## src/rtl/sdr_arbiter.sv

```systemverilog
// Round-robin arbiter sharing one avalon_sdr transfer engine between NREQ clients.
// Latches one request at a time, issues a start pulse, and returns completion to the owner.
module sdr_arbiter #(
   parameter int unsigned NREQ       = 4,
   parameter int unsigned MAX_NREAD  = 1,
   parameter int unsigned MAX_NWRITE = 1,
   parameter int unsigned TIMEOUT    = 4096
) (
   input  logic                           clk,
   input  logic                           reset_n,
   input  logic [NREQ-1:0]                req_valid,
   input  logic [NREQ-1:0]                req_write,
   input  logic [32*NREQ-1:0]             req_baseaddr,
   input  logic [30*NREQ-1:0]             req_nelems,
   input  logic [32*MAX_NWRITE*NREQ-1:0]  req_writedata,
   output logic [NREQ-1:0]                req_ack,
   output logic [NREQ-1:0]                req_done,
   output logic                           rsp_error,
   output logic [32*MAX_NREAD-1:0]        rsp_readdata,
   output logic                           halted,
   output logic [31:0]                    sdr_baseaddr,
   output logic [29:0]                    sdr_nelems,
   output logic [32*MAX_NWRITE-1:0]       sdr_writedata,
   output logic                           sdr_readstart,
   output logic                           sdr_writestart,
   input  logic [32*MAX_NREAD-1:0]        sdr_readdata,
   input  logic                           sdr_readend,
   input  logic                           sdr_writeend
);

   localparam int unsigned IDW     = $clog2(NREQ);
   localparam int unsigned WW      = 32 * MAX_NWRITE;
   localparam int unsigned RW      = 32 * MAX_NREAD;
   localparam logic [29:0] LIM_WR  = 30'(MAX_NWRITE);
   localparam logic [29:0] LIM_RD  = 30'(MAX_NREAD);
   localparam logic [31:0] WD_LAST = (TIMEOUT == 0) ? 32'd0 : 32'(TIMEOUT - 1);

   typedef enum logic [2:0] {IDLE, ISSUE, WAIT, DONE, HALT} state_t;

   state_t           state, state_d;
   logic [IDW-1:0]   ptr, ptr_d, id, id_d;
   logic             wr, wr_d, err, err_d;
   logic [31:0]      cnt, cnt_d;
   logic [NREQ-1:0]  ack_d, done_d;
   logic             rsp_error_d, halted_d, rstart_d, wstart_d;
   logic [RW-1:0]    rdata_d;
   logic [31:0]      baddr_d;
   logic [29:0]      nel_d;
   logic [WW-1:0]    wdat_d;

   logic [31:0]      addr_a [NREQ];
   logic [29:0]      nel_a  [NREQ];
   logic [WW-1:0]    wd_a   [NREQ];

   for (genvar g = 0; g < NREQ; g++) begin : g_unpack
      assign addr_a[g] = req_baseaddr[32*g +: 32];
      assign nel_a[g]  = req_nelems[30*g +: 30];
      assign wd_a[g]   = req_writedata[WW*g +: WW];
   end

   // First requesting client at or after ptr, wrapping modulo NREQ.
   logic             found;
   logic [IDW-1:0]   sel, cand;

   always_comb begin
      found = 1'b0;
      sel   = '0;
      cand  = '0;
      for (int unsigned k = 0; k < NREQ; k++) begin
         cand = IDW'((32'(ptr) + k) % NREQ);
         if (!found && req_valid[cand]) begin
            found = 1'b1;
            sel   = cand;
         end
      end
   end

   logic rej, end_hit;

   always_comb begin
      state_d     = state;
      ptr_d       = ptr;
      id_d        = id;
      wr_d        = wr;
      err_d       = err;
      cnt_d       = cnt;
      ack_d       = '0;
      done_d      = '0;
      rsp_error_d = 1'b0;
      rdata_d     = rsp_readdata;
      halted_d    = halted;
      baddr_d     = sdr_baseaddr;
      nel_d       = sdr_nelems;
      wdat_d      = sdr_writedata;
      rstart_d    = 1'b0;
      wstart_d    = 1'b0;
      rej         = 1'b0;
      end_hit     = wr ? sdr_writeend : sdr_readend;

      unique case (state)
         IDLE: begin
            if (found) begin
               rej = (nel_a[sel] == '0) ||
                     (req_write[sel] ? (nel_a[sel] > LIM_WR) : (nel_a[sel] > LIM_RD));
               id_d       = sel;
               wr_d       = req_write[sel];
               err_d      = rej;
               cnt_d      = '0;
               baddr_d    = addr_a[sel];
               nel_d      = nel_a[sel];
               wdat_d     = wd_a[sel];
               ack_d[sel] = 1'b1;
               wstart_d   = !rej && req_write[sel];
               rstart_d   = !rej && !req_write[sel];
               state_d    = ISSUE;
            end
         end
         ISSUE: begin
            if (err) begin
               done_d[id]  = 1'b1;
               rsp_error_d = 1'b1;
               baddr_d     = '0;
               nel_d       = '0;
               wdat_d      = '0;
               state_d     = DONE;
            end else begin
               state_d = WAIT;
            end
         end
         WAIT: begin
            if (end_hit) begin
               done_d[id] = 1'b1;
               if (!wr) rdata_d = sdr_readdata;
               baddr_d    = '0;
               nel_d      = '0;
               wdat_d     = '0;
               state_d    = DONE;
            end else if (TIMEOUT != 0 && cnt == WD_LAST) begin
               done_d[id]  = 1'b1;
               rsp_error_d = 1'b1;
               halted_d    = 1'b1;
               baddr_d     = '0;
               nel_d       = '0;
               wdat_d      = '0;
               state_d     = HALT;
            end else begin
               cnt_d = cnt + 32'd1;
            end
         end
         DONE: begin
            ptr_d   = IDW'((32'(id) + 32'd1) % NREQ);
            state_d = IDLE;
         end
         HALT: state_d = HALT;
         default: state_d = IDLE;
      endcase
   end

   always_ff @(posedge clk) begin
      if (!reset_n) begin
         state          <= IDLE;
         ptr            <= '0;
         id             <= '0;
         wr             <= 1'b0;
         err            <= 1'b0;
         cnt            <= '0;
         req_ack        <= '0;
         req_done       <= '0;
         rsp_error      <= 1'b0;
         rsp_readdata   <= '0;
         halted         <= 1'b0;
         sdr_baseaddr   <= '0;
         sdr_nelems     <= '0;
         sdr_writedata  <= '0;
         sdr_readstart  <= 1'b0;
         sdr_writestart <= 1'b0;
      end else begin
         state          <= state_d;
         ptr            <= ptr_d;
         id             <= id_d;
         wr             <= wr_d;
         err            <= err_d;
         cnt            <= cnt_d;
         req_ack        <= ack_d;
         req_done       <= done_d;
         rsp_error      <= rsp_error_d;
         rsp_readdata   <= rdata_d;
         halted         <= halted_d;
         sdr_baseaddr   <= baddr_d;
         sdr_nelems     <= nel_d;
         sdr_writedata  <= wdat_d;
         sdr_readstart  <= rstart_d;
         sdr_writestart <= wstart_d;
      end
   end

endmodule

```

## config.mk

```make
export PLATFORM = sky130hd
export DESIGN_NAME = sdr_arbiter
export DESIGN_NICKNAME = d
export VERILOG_FILES = /design/src/rtl/sdr_arbiter.sv
export SDC_FILE = /design/constraint.sdc
export NUM_CORES = 1
export LEC_CHECK = 0
export CAP_MARGIN = 15
export CORE_AREA = 3 3 214 216
export CTS_CLUSTER_SIZE = 40
export DETAILED_ROUTE_END_ITERATION = 16
export DIE_AREA = 0 0 217 219
export PLACE_DENSITY = 0.6
export SYNTH_ARGS = -nofsm -noshare
export SYNTH_HDL_FRONTEND = slang
export SYNTH_SLANG_ARGS = --single-unit
export TNS_END_PERCENT = 50
```

## constraint.sdc

```tcl
create_clock -name clk -period 2.39 [get_ports clk]
set_input_delay 0.5975 -clock clk [delete_from_list [all_inputs] [get_ports clk]]
set_output_delay 0.5975 -clock clk [all_outputs]
set_load 0.1 [all_outputs]
```

* Yosys cells after proc, flatten, opt, wreduce, memory -nomap -nowiden
Index checks and enable logic that the tools add are counted.
** Storage, ports and cells
- Logic and storage cells :: 129
- Output and inout port bits :: 138
- Flip-flop bits (word level) :: 179
- Bits of input ports :: 420
** Cells by class
- Add/sub/neg operators :: 5
- Muxes and demuxes :: 61
- Bitwise logic cells :: 3
- Reductions and logical operators :: 24
- Order comparisons :: 10
- Equality and inequality tests :: 10
** Operators with widths (number)
- 2-to-1 mux 32 bit :: 12
- one-hot mux 32 bit (3 select lines) :: 2
- 2-to-1 mux 30 bit :: 6
- binary-select mux 32 bit (select 2 bit) :: 2
- one-hot mux 30 bit (3 select lines) :: 1
- one-hot mux 32 bit (2 select lines) :: 1
- binary-select mux 30 bit (select 2 bit) :: 1
- adder 32 x 1 -> 32 bit (second input constant) :: 1
- equality test 32 x 12 -> 1 bit (second input constant) :: 1
- greater-than comparator 30 x 1 -> 1 bit (second input constant) :: 1
- logical NOT 30 bit :: 1
- less-than comparator 2 x 3 -> 1 bit (second input constant) :: 6
- 2-to-1 mux 1 bit :: 16
- 2-to-1 mux 4 bit :: 3
- one-hot mux 3 bit (4 select lines) :: 1
- binary-select mux 1 bit (select 2 bit) :: 5
- 2-to-1 mux 3 bit :: 3
- AND reduction 3 bit :: 3
- 2-to-1 mux 2 bit :: 4
- != test 2 bit (second input constant) :: 4
- one-hot mux 4 bit (2 select lines) :: 1
- AND reduction 4 bit :: 2
- logical AND 1 bit :: 7
- equality test 3 x 2 -> 1 bit (second input constant) :: 2
- other kinds (17) :: 27

* Depth between registers and ports, before layout
Gate-level depths: netlist of the first run.
- Word-level depth :: 20
- Mapped depth :: 13
- Gate-level depth less buffers :: 9

* Worst setup path after synthesis of the first run
No wires, ideal clock.
- Path kind :: input to register
- From :: input req_valid[2]
- To :: register err
- Path slack :: -0.139 ns
- Arrival time :: 2.385 ns
- Stages on the path :: 11
- Path buffers :: 2
- Data required time :: 2.246 ns
- Library setup time :: 0.144 ns
- Cells stage by stage :: mux2i_1 -> o22ai_1 -> nor2_2 -> buf_6 -> buf_6 -> mux2i_1 -> mux2_2 -> nand4_1 -> nor4_1 -> and3_1 -> a21oi_1
** Between the ends
- Word-level cells in the longest chain between the ends :: 18
- Elaborated cells on any way between the ends :: 30
- Classes of those cells :: order compare: 1; mux: 19; bitwise: 1; reduce/logical: 9
** Ends and longest elaborated chain
- start: declaration :: RTL line 11 : input logic [NREQ-1:0] req_valid,
- binary-select mux 1 bit (select 2 bit) :: RTL line 71 : if (!found && req_valid[cand]) begin
- 2-to-1 mux 1 bit (implied by the code) :: RTL line 71
- 2-to-1 mux 1 bit :: RTL line 71
- logical NOT 1 bit :: RTL line 71
- logical AND 1 bit :: RTL line 71
- 2-to-1 mux 1 bit :: RTL line 71
- logical NOT 1 bit :: RTL line 71
- logical AND 1 bit :: RTL line 71
- 2-to-1 mux 1 bit :: RTL line 71
- logical NOT 1 bit :: RTL line 71
- logical AND 1 bit :: RTL line 71
- 2-to-1 mux 2 bit :: RTL line 71
- inverter 2 -> 3 bit (implied by the code) :: RTL line 103, 104
- binary-select mux 30 bit (select 2 bit) :: RTL line 103, 104
- 2-to-1 mux 30 bit (implied by the code) (2 in series) :: RTL line 103, 104
- greater-than comparator 30 x 1 -> 1 bit or logical NOT 30 bit (tied branches) :: RTL line 104, 103
- logical OR 1 bit :: RTL line 103 : rej = (nel_a[sel] == '0) ||
- end signal: assignment :: RTL line 182 : err <= err_d;
- end: declaration :: RTL line 42 : logic wr, wr_d, err, err_d;
Several ways; a longest one is shown, not always the timed one. The select of a mux whose other input is x is not followed.
A chain may end at the register's enable or synchronous reset.

* Worst setup path in the final report of the first run
- From :: input req_valid[0]
- To :: register err
The elaborated chain is that of the path after synthesis.

==> results.json, run 1 <==
{
  "post-route-period-util_pct": 107,
  "finalNonFillerCells": 2378,
  "r2r-end": "err",
  "slew_violations": 0,
  "synth-xor-area-share_pct": 2.45,
  "portBuffers": 557,
  "setup_viol": 3,
  "crit_type": "in2reg",
  "ys_types": 46,
  "rsz0062_at_grt": "true",
  "synth_edf_count": 0,
  "ctsHoldBuffers": 0,
  "worstSkewPairLatency_ns": 0.46,
  "drc_errors": 0,
  "worstPathCellList": "dlygate4sd2_1 -> mux2i_1 -> o22ai_2 -> buf_6 -> nor2_4 -> buf_12 -> mux2i_2 -> mux2_4 -> nand4_1 -> nor4_2 -> buf_4 -> and3_1 -> a21oi_1",
  "synth_compound_area_share_pct": 14.3,
  "outcome": "finished with violations",
  "async_flop_share_pct": 0,
  "finalInstanceArea_um2": 16500,
  "vias": 10878,
  "path_clk_slew_ns": 0.08,
  "grt_pass1_vias": 10876,
  "clock-sinks": 179,
  "worstRegToRegCells": 12,
  "core_area_um2": 44100,
  "area_growth_pct": 76.9,
  "dp_hpwl_mm": 35.9,
  "cts-root-buf": "clkbuf_16",
  "internal_power_mw": 6.28,
  "slowest_stage": "nor4_2",
  "grt_pass1_wl_mm": 65.1,
  "gp_congestion": 0.932,
  "cpPeakStageDelay_ns": 0.32,
  "hp-class": "reg2reg",
  "combPwrFrac_pct": 43.0,
  "pre_cts_ws_ns": -0.889,
  "die_w_um": 217,
  "violations": "setup timing",
  "drt_iter0_drc": 542,
  "cts_made_buffers": 17,
  "synth_area_leader_cell": "dfxtp_1",
  "switching_share_pct": 42.4,
  "postLayoutCoreUtil_pct": 37.3,
  "yosys_warnings": 0,
  "period_needed_ns": 2.56,
  "synth_area_um2": 9310,
  "final_common_cell": "clkdlybuf4s50_1",
  "cts_tree": "yes",
  "synthFlopType": "dfxtp_1",
  "reg2reg_slack_ns": -0.13,
  "ir_drop_uv": 412,
  "seqPwrFrac_pct": 31.4,
  "syn-num-nets": 1627,
  "ant_nets": 0,
  "power_leakage_nw": 6.79,
  "die_h_um": 219,
  "cp-startpoint": "req_valid[0]",
  "synth_top_area_share_pct": 38.5,
  "grt_max_degree": 66,
  "netlist_instances": 1202,
  "layout-drive-gt1-share_pct": 17.0,
  "maxCapViolCount": 0,
  "endpoint_kind": "register",
  "ys_ff_latch": 179,
  "critPathCapture": "err",
  "viasPerCell": 4.57,
  "critPathArrivalTime_ns": 2.89,
  "max_freq_mhz": 391,
  "syn_avg_cell_area_um2": 7.74,
  "groute.usage.overall_pct": 17.9,
  "crit_required_ns": 2.72,
  "placed_area_um2": 15700,
  "powerDensity_nw_per_um2": 662,
  "crit_fanout": 8,
  "htreeDepth": 4,
  "synth.yosys.seq_area_share_pct": 38.5,
  "totalWireLength_mm": 44.9,
  "p_switching_mw": 4.63,
  "antenna_found_initial": 2,
  "power_frac_clock_pct": 25.6,
  "yosys.area_share.simple_pct": 29.7,
  "synth_top_family_by_area": "simple AND/OR/NAND/NOR gates",
  "yosys-top-cells-area": "dfxtp_1 39%, nand2_1 15%, nand3_1 7.9%",
  "io_pins": 558,
  "firstDrtPassIters": 5,
  "worst_setup_path_start_kind": "input pin",
  "total_power_mw": 10.9,
  "grt-ovfl-total": 0,
  "place_inst": 2334,
  "post_drt_wl_per_cell_um": 18.9,
  "rows": 77,
  "fin_nets": 2196,
  "maxSlewHeadroom_pct": 48.4,
  "synth_fa_ha_area_share_pct": 0.672,
  "worst_slew_pin_slew_ns": 0.767,
  "clockBufferDepth": 2,
  "start_util_pct": 21.1,
  "setup_ws_ns": -0.168,
  "mostFrequentLayoutCells": "415 x clkdlybuf4s50_1, 377 x nand2_1, 203 x buf_4",
  "r2r_start": "ptr[1]",
  "yosys-mux-area-fraction_pct": 9.33,
  "min_from": "sdr_nelems[4]",
  "die_area_um2": 47500,
  "finalHoldViolations": 0,
  "skew_ns": 0.0232
}
[cell type report]
cell class / instances / area [µm²]
fillers: 4584 / 27700
repair buffers: 646 / 6170
multi-input cells: 923 / 5370
flip-flops and latches: 179 / 3590
well taps: 592 / 741
clock buffers: 18 / 429
clock inverters: 14 / 139
inverters: 4 / 15.0
diodes: 2 / 5.00
[routing by layer]
| layer | GRT usage, % | up-vias | wire, µm |
|---|---|---|---|
| li1 | - | 5307 | - |
| met4 | 5.24 | 0 | 915 |
| met1 | 20.6 | 5139 | 17800 |
| met5 | 0 | - | 0 |
| met3 | 4.62 | 38 | 2910 |
| met2 | 32.6 | 394 | 23300 |
[registers in the layout, indices dropped and copies added, names as in the netlist]
register	cells
req_ack	4
cnt	32
ptr	2
err	1
sdr_readstart	1
id	2
halted	1
sdr_writedata	32
sdr_writestart	1
sdr_nelems	30
rsp_readdata	32
req_done	4
wr	1
rsp_error	1
sdr_baseaddr	32
state	3
[worst max-delay path, delay by kind of cell]
| kind | cells | cell delay [ns] |
|---|---|---|
| AND/OR/NAND/NOR | 4 | 0.78 |
| multiplexers | 3 | 0.56 |
| buffers and inverters | 4 | 0.77 |
| AO/OA/AOI/OAI | 2 | 0.19 |
[power groups by stage]
| stage | Clock, mW | Combinational [mW] | Sequential [mW] |
|---|---|---|---|
| after floorplan | 0 | 1.08 | 5.26 |
| after global placement | 0 | 4.62 | 3.48 |
| after detailed placement | 0 | 4.64 | 3.49 |
| after CTS | 2.92 | 4.68 | 3.42 |
| after global routing | 3.01 | 4.90 | 3.45 |
| final | 2.80 | 4.69 | 3.42 |
[logic make-up after synthesis]
kind of cell	after synthesis
muxes	84
adders and majority gates	5
and+or+nand+nor	637
AOI/OAI and AO/OA	171
buffers and inverters	100
DFF	179
xor gates and xnor gates	26
[what timing repair did]
action,in CTS,in global routing
cloned,1,1
pin swaps,3,10
setup buffers,5,4
resized for setup,10,22
hold endpoints to repair,0,0
setup endpoints to repair,81,55
[per-stage QoR]
step | hold WS, ns | setup TNS, ns
floorplan | 0.466 | -0.0300
global placement | 0.440 | -66.62
detailed placement | 0.445 | -69.91
CTS | 0.464 | -0.456
global route | 0.481 | -1.11
finish | 0.457 | -0.439
[cell usage after synthesis, types with 2 or more instances]
| library cell | number |
|---|---|
| nand3b_1 | 2 |
| nand4_1 | 8 |
| nand2_1 | 382 |
| or3_1 | 5 |
| nand3_1 | 146 |
| buf_6 | 6 |
| clkbuf_1 | 42 |
| buf_1 | 17 |
| a21oi_1 | 18 |
| mux2i_1 | 62 |
| mux2_2 | 22 |
| o21ai_0 | 36 |
| nand2b_1 | 4 |
| a22o_1 | 5 |
| buf_4 | 2 |
| xor2_1 | 21 |
| nor3_1 | 5 |
| inv_1 | 4 |
| a32o_1 | 65 |
| nor4_1 | 8 |
| and2_1 | 9 |
| and3_1 | 15 |
| o21a_1 | 4 |
| nor2b_1 | 10 |
| xnor2_1 | 5 |
| dfxtp_1 | 179 |
| ha_1 | 5 |
| a21boi_0 | 32 |
| a311oi_1 | 2 |
| buf_2 | 29 |
| nor2_1 | 37 |
[how the worst min path moves through the flow]
stage                               end  slack (ns)  cells past startpoint
final                     sdr_nelems[4]        0.46                      2
after global routing      sdr_nelems[4]        0.48                      2
after CTS                 sdr_nelems[6]        0.46                      2
after detailed placement  sdr_nelems[4]        0.45                      2
after global placement    sdr_nelems[3]        0.44                      2
after floorplan                 cnt[26]        0.47                      2
No activity file was read; power rests on OpenSTA's default activity.
==> run 2: changes to the inputs <==
--- a/config.mk
+++ b/config.mk
@@ -6,11 +6,13 @@
 export NUM_CORES = 1
 export LEC_CHECK = 0
 export CAP_MARGIN = 15
-export CORE_AREA = 3 3 214 216
+export CELL_PAD_IN_SITES_DETAIL_PLACEMENT = 1
+export CELL_PAD_IN_SITES_GLOBAL_PLACEMENT = 1
+export CORE_AREA = 3 3 218 220
 export CTS_CLUSTER_SIZE = 40
 export DETAILED_ROUTE_END_ITERATION = 16
-export DIE_AREA = 0 0 217 219
-export PLACE_DENSITY = 0.6
+export DIE_AREA = 0 0 221 223
+export PLACE_DENSITY = 0.77
 export SYNTH_ARGS = -nofsm -noshare
 export SYNTH_HDL_FRONTEND = slang
 export SYNTH_SLANG_ARGS = --single-unit
==> run 2 against run 1 <==
The run still ends with setup timing left. Critical path type is now reg2reg. Global-route usage up 1.7 points. Worst hold slack better by 0.0075 ns. Largest cell class unchanged. Critical path depth is the same. Core utilization is 0.84 points lower.
==> results.json, run 2 (synthesis gave the netlist of run 1 again) <==
{
  "outcome": "finished with violations",
  "violations": "setup timing",
  "power_frac_clock_pct": 27.0,
  "layout-drive-gt1-share_pct": 17.0,
  "p_switching_mw": 4.76,
  "dp_hpwl_mm": 40.0,
  "core_area_um2": 45500,
  "crit_fanout": 8,
  "routedLengthMet1_mm": 19.8,
  "firstDrtPassIters": 5,
  "worstPathCellList": "mux2i_4 -> o22ai_2 -> buf_6 -> nor2_4 -> buf_12 -> buf_4 -> mux2i_1 -> mux2_2 -> nand4_1 -> nor4_2 -> buf_4 -> nand4_1 -> nor2b_1",
  "clock-sinks": 179,
  "maxCapViolCount": 0,
  "switching_share_pct": 42.5,
  "period_needed_ns": 2.75,
  "endpoint_kind": "register",
  "cpLargestDelayFamily": "simple AND/OR/NAND/NOR gates",
  "worst_slew_pin_slew_ns": 0.532,
  "cts_made_buffers": 17,
  "post-route-period-util_pct": 115,
  "post_drt_wl_per_cell_um": 21.3,
  "cts_tree": "yes",
  "crit_buf_inv": 4,
  "slew_violations": 0,
  "path_clk_slew_ns": 0.08,
  "top_layer": "met5",
  "ir_drop_uv": 413,
  "antenna_found_initial": 9,
  "wl_met3_mm": 3.12,
  "final_common_cell": "clkdlybuf4s50_1",
  "drc_errors": 0,
  "fin_nets": 2196,
  "crit_type": "reg2reg",
  "skew_ns": 0.0191,
  "grt_pass1_wl_mm": 74.1,
  "portBuffers": 557,
  "seqPwrFrac_pct": 30.6,
  "rows": 78,
  "viasPerCell": 4.70,
  "combPwrFrac_pct": 42.4,
  "finalInstanceArea_um2": 16600,
  "finalHoldViolations": 0,
  "worst_setup_path_start_kind": "register",
  "worstSkewPairLatency_ns": 0.46,
  "rsz0062_at_grt": "true",
  "die_h_um": 223,
  "htreeDepth": 4,
  "internal_power_mw": 6.43,
  "drt_iter0_drc": 527,
  "placed_area_um2": 15600,
  "mostFrequentLayoutCells": "415 x clkdlybuf4s50_1, 379 x nand2_1, 201 x buf_4",
  "grt_max_degree": 70,
  "power_leakage_nw": 6.83,
  "clockBufferDepth": 2,
  "met2_length_mm": 26.5,
  "ctsHoldBuffers": 0,
  "start_util_pct": 20.5,
  "maxSlewHeadroom_pct": 64.5,
  "groute.usage.overall_pct": 19.6,
  "io_pins": 558,
  "die_area_um2": 49300,
  "totalWireLength_mm": 51.0,
  "setup_ws_ns": -0.365,
  "hp-class": "reg2reg",
  "powerDensity_nw_per_um2": 675,
  "grt-ovfl-total": 0,
  "setup_viol": 3,
  "ant_nets": 0,
  "max_freq_mhz": 363,
  "vias": 11240,
  "fill_cells": 5432,
  "cts-root-buf": "clkbuf_16",
  "critPathArrivalTime_ns": 3.15,
  "crit_required_ns": 2.78,
  "cpPeakStageDelay_ns": 0.39,
  "slowest_stage": "dfxtp_4",
  "area_growth_pct": 78.2,
  "grt_pass1_vias": 11900,
  "tns_ns": -1.01,
  "die_w_um": 221,
  "gp_congestion": 0.929
}
[run 2: cell count changes in the layout (fill, tap and decap cells not counted), moves of 2 or more]
cell	delta
buf_12	-6
diode_2	+6
buf_16	+3
clkinv_8	+3
and3_1	-2
and3_4	+2
buf_4	-2
inv_6	-2
nand2_1	+2
[run 2: routing by layer]
| layer | up-vias | GRT usage [%] |
|---|---|---|
| li1 | 5315 | - |
| met1 | 5485 | 21.6 |
| met2 | 380 | 35.9 |
| met3 | 56 | 5.68 |
| met4 | 4 | 6.79 |
| met5 | - | 0 |
[run 2: path summary, 6_finish.rpt]
check,slack [ns],depth (start not counted),end,from
hold reg to reg,0.46,2,sdr_nelems[26],sdr_nelems[26]
setup reg to reg,-0.36,13,sdr_readstart,ptr[1]
hold / removal,0.46,2,sdr_nelems[26],sdr_nelems[26]
setup / recovery,-0.36,13,sdr_readstart,ptr[1]
[run 2: cell type report]
class                           count  area [µm²]  area share (%)
Timing Repair Buffer              645        6200            37.4
Multi-Input combinational cell    924        5380            32.4
Sequential cell                   179        3590            21.6
Tap cell                          600         751            4.53
Clock buffer                       18         439            2.65
Clock inverter                     14         188            1.13
Antenna cell                        8        20.0           0.121
Inverter                            4        15.0          0.0905
[run 2: repair_timing]
item / in CTS / in global routing
pin swaps: 7 / 9
buffers inserted: 5 / 5
gates resized for setup: 19 / 15
endpoints found under the setup margin: 115 / 72
cloned: 4 / 2
[run 2: through the flow]
stage | total power [mW] | cells | setup slack [ns] | hold WS [ns] | utilization, %
after floorplan | 6.33 | 1202 | -0.0300 | 0.466 | -
after global placement | 8.05 | 2336 | -0.869 | 0.438 | 34.3
after detailed placement | 8.12 | 2336 | -0.985 | 0.451 | 34.3
after CTS | 11.3 | 2377 | -0.343 | 0.471 | 36.1
after global routing | 11.7 | 2390 | -0.459 | 0.489 | 36.5
final | 11.2 | 2392 | -0.365 | 0.465 | 36.5
[run 2: power by group through the flow]
| stage | clock [mW] | sequential, mW | combinational [mW] |
|---|---|---|---|
| 6_report | 3.03 | 3.43 | 4.75 |
| 5_1_grt | 3.27 | 3.46 | 4.95 |
| 4_1_cts | 3.14 | 3.43 | 4.71 |
| 3_5_place_dp | 0 | 3.50 | 4.62 |
| 3_3_place_gp | 0 | 3.48 | 4.57 |
| 2_1_floorplan | 0 | 5.26 | 1.08 |
[run 2: worst reg2reg max path, cell delays in order (launching register included)]
cell and delay, ns:
dfxtp_4 0.39, mux2i_4 0.24, o22ai_2 0.10, buf_6 0.14, nor2_4 0.23, buf_12 0.19, buf_4 0.13, mux2i_1 0.19
mux2_2 0.18, nand4_1 0.16, nor4_2 0.29, buf_4 0.15, nand4_1 0.14, nor2b_1 0.15
==> run 3: changes to the inputs <==
--- a/config.mk
+++ b/config.mk
@@ -13,6 +13,7 @@
 export DETAILED_ROUTE_END_ITERATION = 16
 export DIE_AREA = 0 0 221 223
 export PLACE_DENSITY = 0.77
+export SKIP_CTS_REPAIR_TIMING = 1
 export SYNTH_ARGS = -nofsm -noshare
 export SYNTH_HDL_FRONTEND = slang
 export SYNTH_SLANG_ARGS = --single-unit
==> run 3 against run 2 <==
The flow still finishes with violations (setup timing). Maximum frequency down 0.48%. Clock power hardly changed. Non-clock buffer count shrank 6. Cell count down 0.33%. Worst hold slack improved by 0.0030 ns. Global-route usage is 0.38 points lower. Total power decreased by 0.49%. Count of clock-buffer cells in the layout did not move. Core utilization is 0.22 points lower. Critical path depth shrank 2. Cell area shrank 0.60%. Via count down 0.53%.
==> results.json, run 3 (synthesis gave the netlist of run 1 again) <==
{
  "outcome": "finished with violations",
  "violations": "setup timing",
  "die_area_um2": 49300,
  "p_switching_mw": 4.74,
  "die_h_um": 223,
  "core_area_um2": 45500,
  "grt-ovfl-total": 0,
  "clockBufferDepth": 2,
  "worstPathCellList": "mux2i_4 -> o22ai_2 -> buf_6 -> nor2_4 -> buf_12 -> mux2i_1 -> mux2_2 -> nand4_1 -> nor4b_4 -> nand4_1 -> nor2b_1",
  "period_needed_ns": 2.77,
  "path_clk_slew_ns": 0.08,
  "crit_fanout": 7,
  "cpLargestDelayFamily": "simple AND/OR/NAND/NOR gates",
  "max_freq_mhz": 361,
  "endpoint_kind": "register",
  "worstSkewPairLatency_ns": 0.46,
  "worst_slew_pin_slew_ns": 0.523,
  "internal_power_mw": 6.40,
  "gp_congestion": 0.929,
  "powerDensity_nw_per_um2": 676,
  "clock-sinks": 179,
  "rsz0062_at_grt": "true",
  "crit_type": "reg2reg",
  "grt_pass1_vias": 11814,
  "io_pins": 558,
  "start_util_pct": 20.5,
  "post-route-period-util_pct": 116,
  "multiInputGateArea_um2": 5380,
  "rows": 78,
  "crit_required_ns": 2.78,
  "setup_viol": 3,
  "dp_hpwl_mm": 40.0,
  "worstRegToRegCells": 11,
  "totalWireLength_mm": 50.0,
  "cts_tree": "yes",
  "finalHoldViolations": 0,
  "crit_buf_inv": 2,
  "fill_cells": 5444,
  "r2r_start": "ptr[1]",
  "r2r-end": "sdr_readstart",
  "firstDrtPassIters": 5,
  "slew_violations": 0,
  "seqPwrFrac_pct": 30.8,
  "hp-class": "reg2reg",
  "layout-drive-gt1-share_pct": 16.8,
  "setup_ws_ns": -0.378,
  "path_depth": 11,
  "crit_top_cell": "nand4_1",
  "tns_ns": -1.07,
  "slowest_stage": "dfxtp_4",
  "cp-startpoint": "ptr[1]",
  "cts-root-buf": "clkbuf_16",
  "critPathCapture": "sdr_readstart",
  "grt_pass1_wl_mm": 72.9,
  "drc_errors": 0,
  "final_common_cell": "clkdlybuf4s50_1",
  "vias": 11180,
  "fin_nets": 2189,
  "cts_made_buffers": 17,
  "cpPeakStageDelay_ns": 0.40,
  "portBuffers": 557,
  "reg2reg_slack_ns": -0.38,
  "combPwrFrac_pct": 42.0,
  "maxCapViolCount": 0,
  "power_frac_clock_pct": 27.2,
  "seq_area_um2": 3590,
  "antenna_found_initial": 10,
  "switching_share_pct": 42.6,
  "htreeDepth": 4,
  "pre_cts_ws_ns": -0.985,
  "die_w_um": 221,
  "drt_iter0_drc": 438,
  "maxSlewHeadroom_pct": 65.2,
  "ant_nets": 0,
  "worst_setup_path_start_kind": "register",
  "grt_max_degree": 70,
  "post_drt_wl_per_cell_um": 21.0,
  "mostFrequentLayoutCells": "415 x clkdlybuf4s50_1, 380 x nand2_1, 199 x buf_4",
  "power_leakage_nw": 6.79,
  "groute.usage.overall_pct": 19.2,
  "area_growth_pct": 77.2,
  "skew_ns": 0.0181,
  "viasPerCell": 4.69,
  "ir_drop_uv": 412,
  "critPathArrivalTime_ns": 3.16
}
[run 3: area by class of cell]
cell class / instances / area share, %
diodes: 7 / 0.106
clock buffers: 18 / 2.66
clock inverters: 14 / 1.14
inverters: 4 / 0.0911
multi-input cells: 923 / 32.6
flip-flops and latches: 179 / 21.8
well taps: 600 / 4.55
repair buffers: 639 / 37.0
[run 3: routing by layer]
metal	track usage [%]	part of all wire [%]	wire length [µm]
met1	21.1	39	19400
met2	35.2	52	25800
met3	5.51	6.1	3070
met4	6.88	3.3	1640
met5	0	0.080	40
[run 3: stage by stage]
step	cell area, µm²	hold slack [ns]	util (%)	std cells	power [mW]
floorplan	9330	0.466	-	1202	6.33
global placement	15600	0.438	34.3	2336	8.05
detailed placement	15600	0.451	34.3	2336	8.12
CTS	16200	0.471	35.7	2368	11.2
global route	16500	0.489	36.2	2384	11.6
finish	16500	0.468	36.2	2384	11.1
[run 3: worst min-delay path by stage]
stage / start / to / slack, ns / depth (start not counted)
finish: sdr_nelems[26] / sdr_nelems[26] / 0.47 / 2
CTS: sdr_nelems[18] / sdr_nelems[18] / 0.47 / 2
floorplan: cnt[26] / cnt[26] / 0.47 / 2
global placement: sdr_nelems[24] / sdr_nelems[24] / 0.44 / 2
global route: rsp_readdata[29] / rsp_readdata[29] / 0.49 / 2
detailed placement: sdr_nelems[18] / sdr_nelems[18] / 0.45 / 2
[run 3: worst min-delay path: stages, from the launching register on]
cell	delay, ns
dfxtp_1	0.33
nand2_1	0.05
o21ai_0	0.06
[run 3: power by group through the flow]
stage	registers (mW)	clock network [mW]	logic [mW]
2_1_floorplan	5.26	0	1.08
3_3_place_gp	3.48	0	4.57
3_5_place_dp	3.50	0	4.62
4_1_cts	3.43	3.14	4.63
5_1_grt	3.46	3.27	4.89
6_report	3.43	3.03	4.68
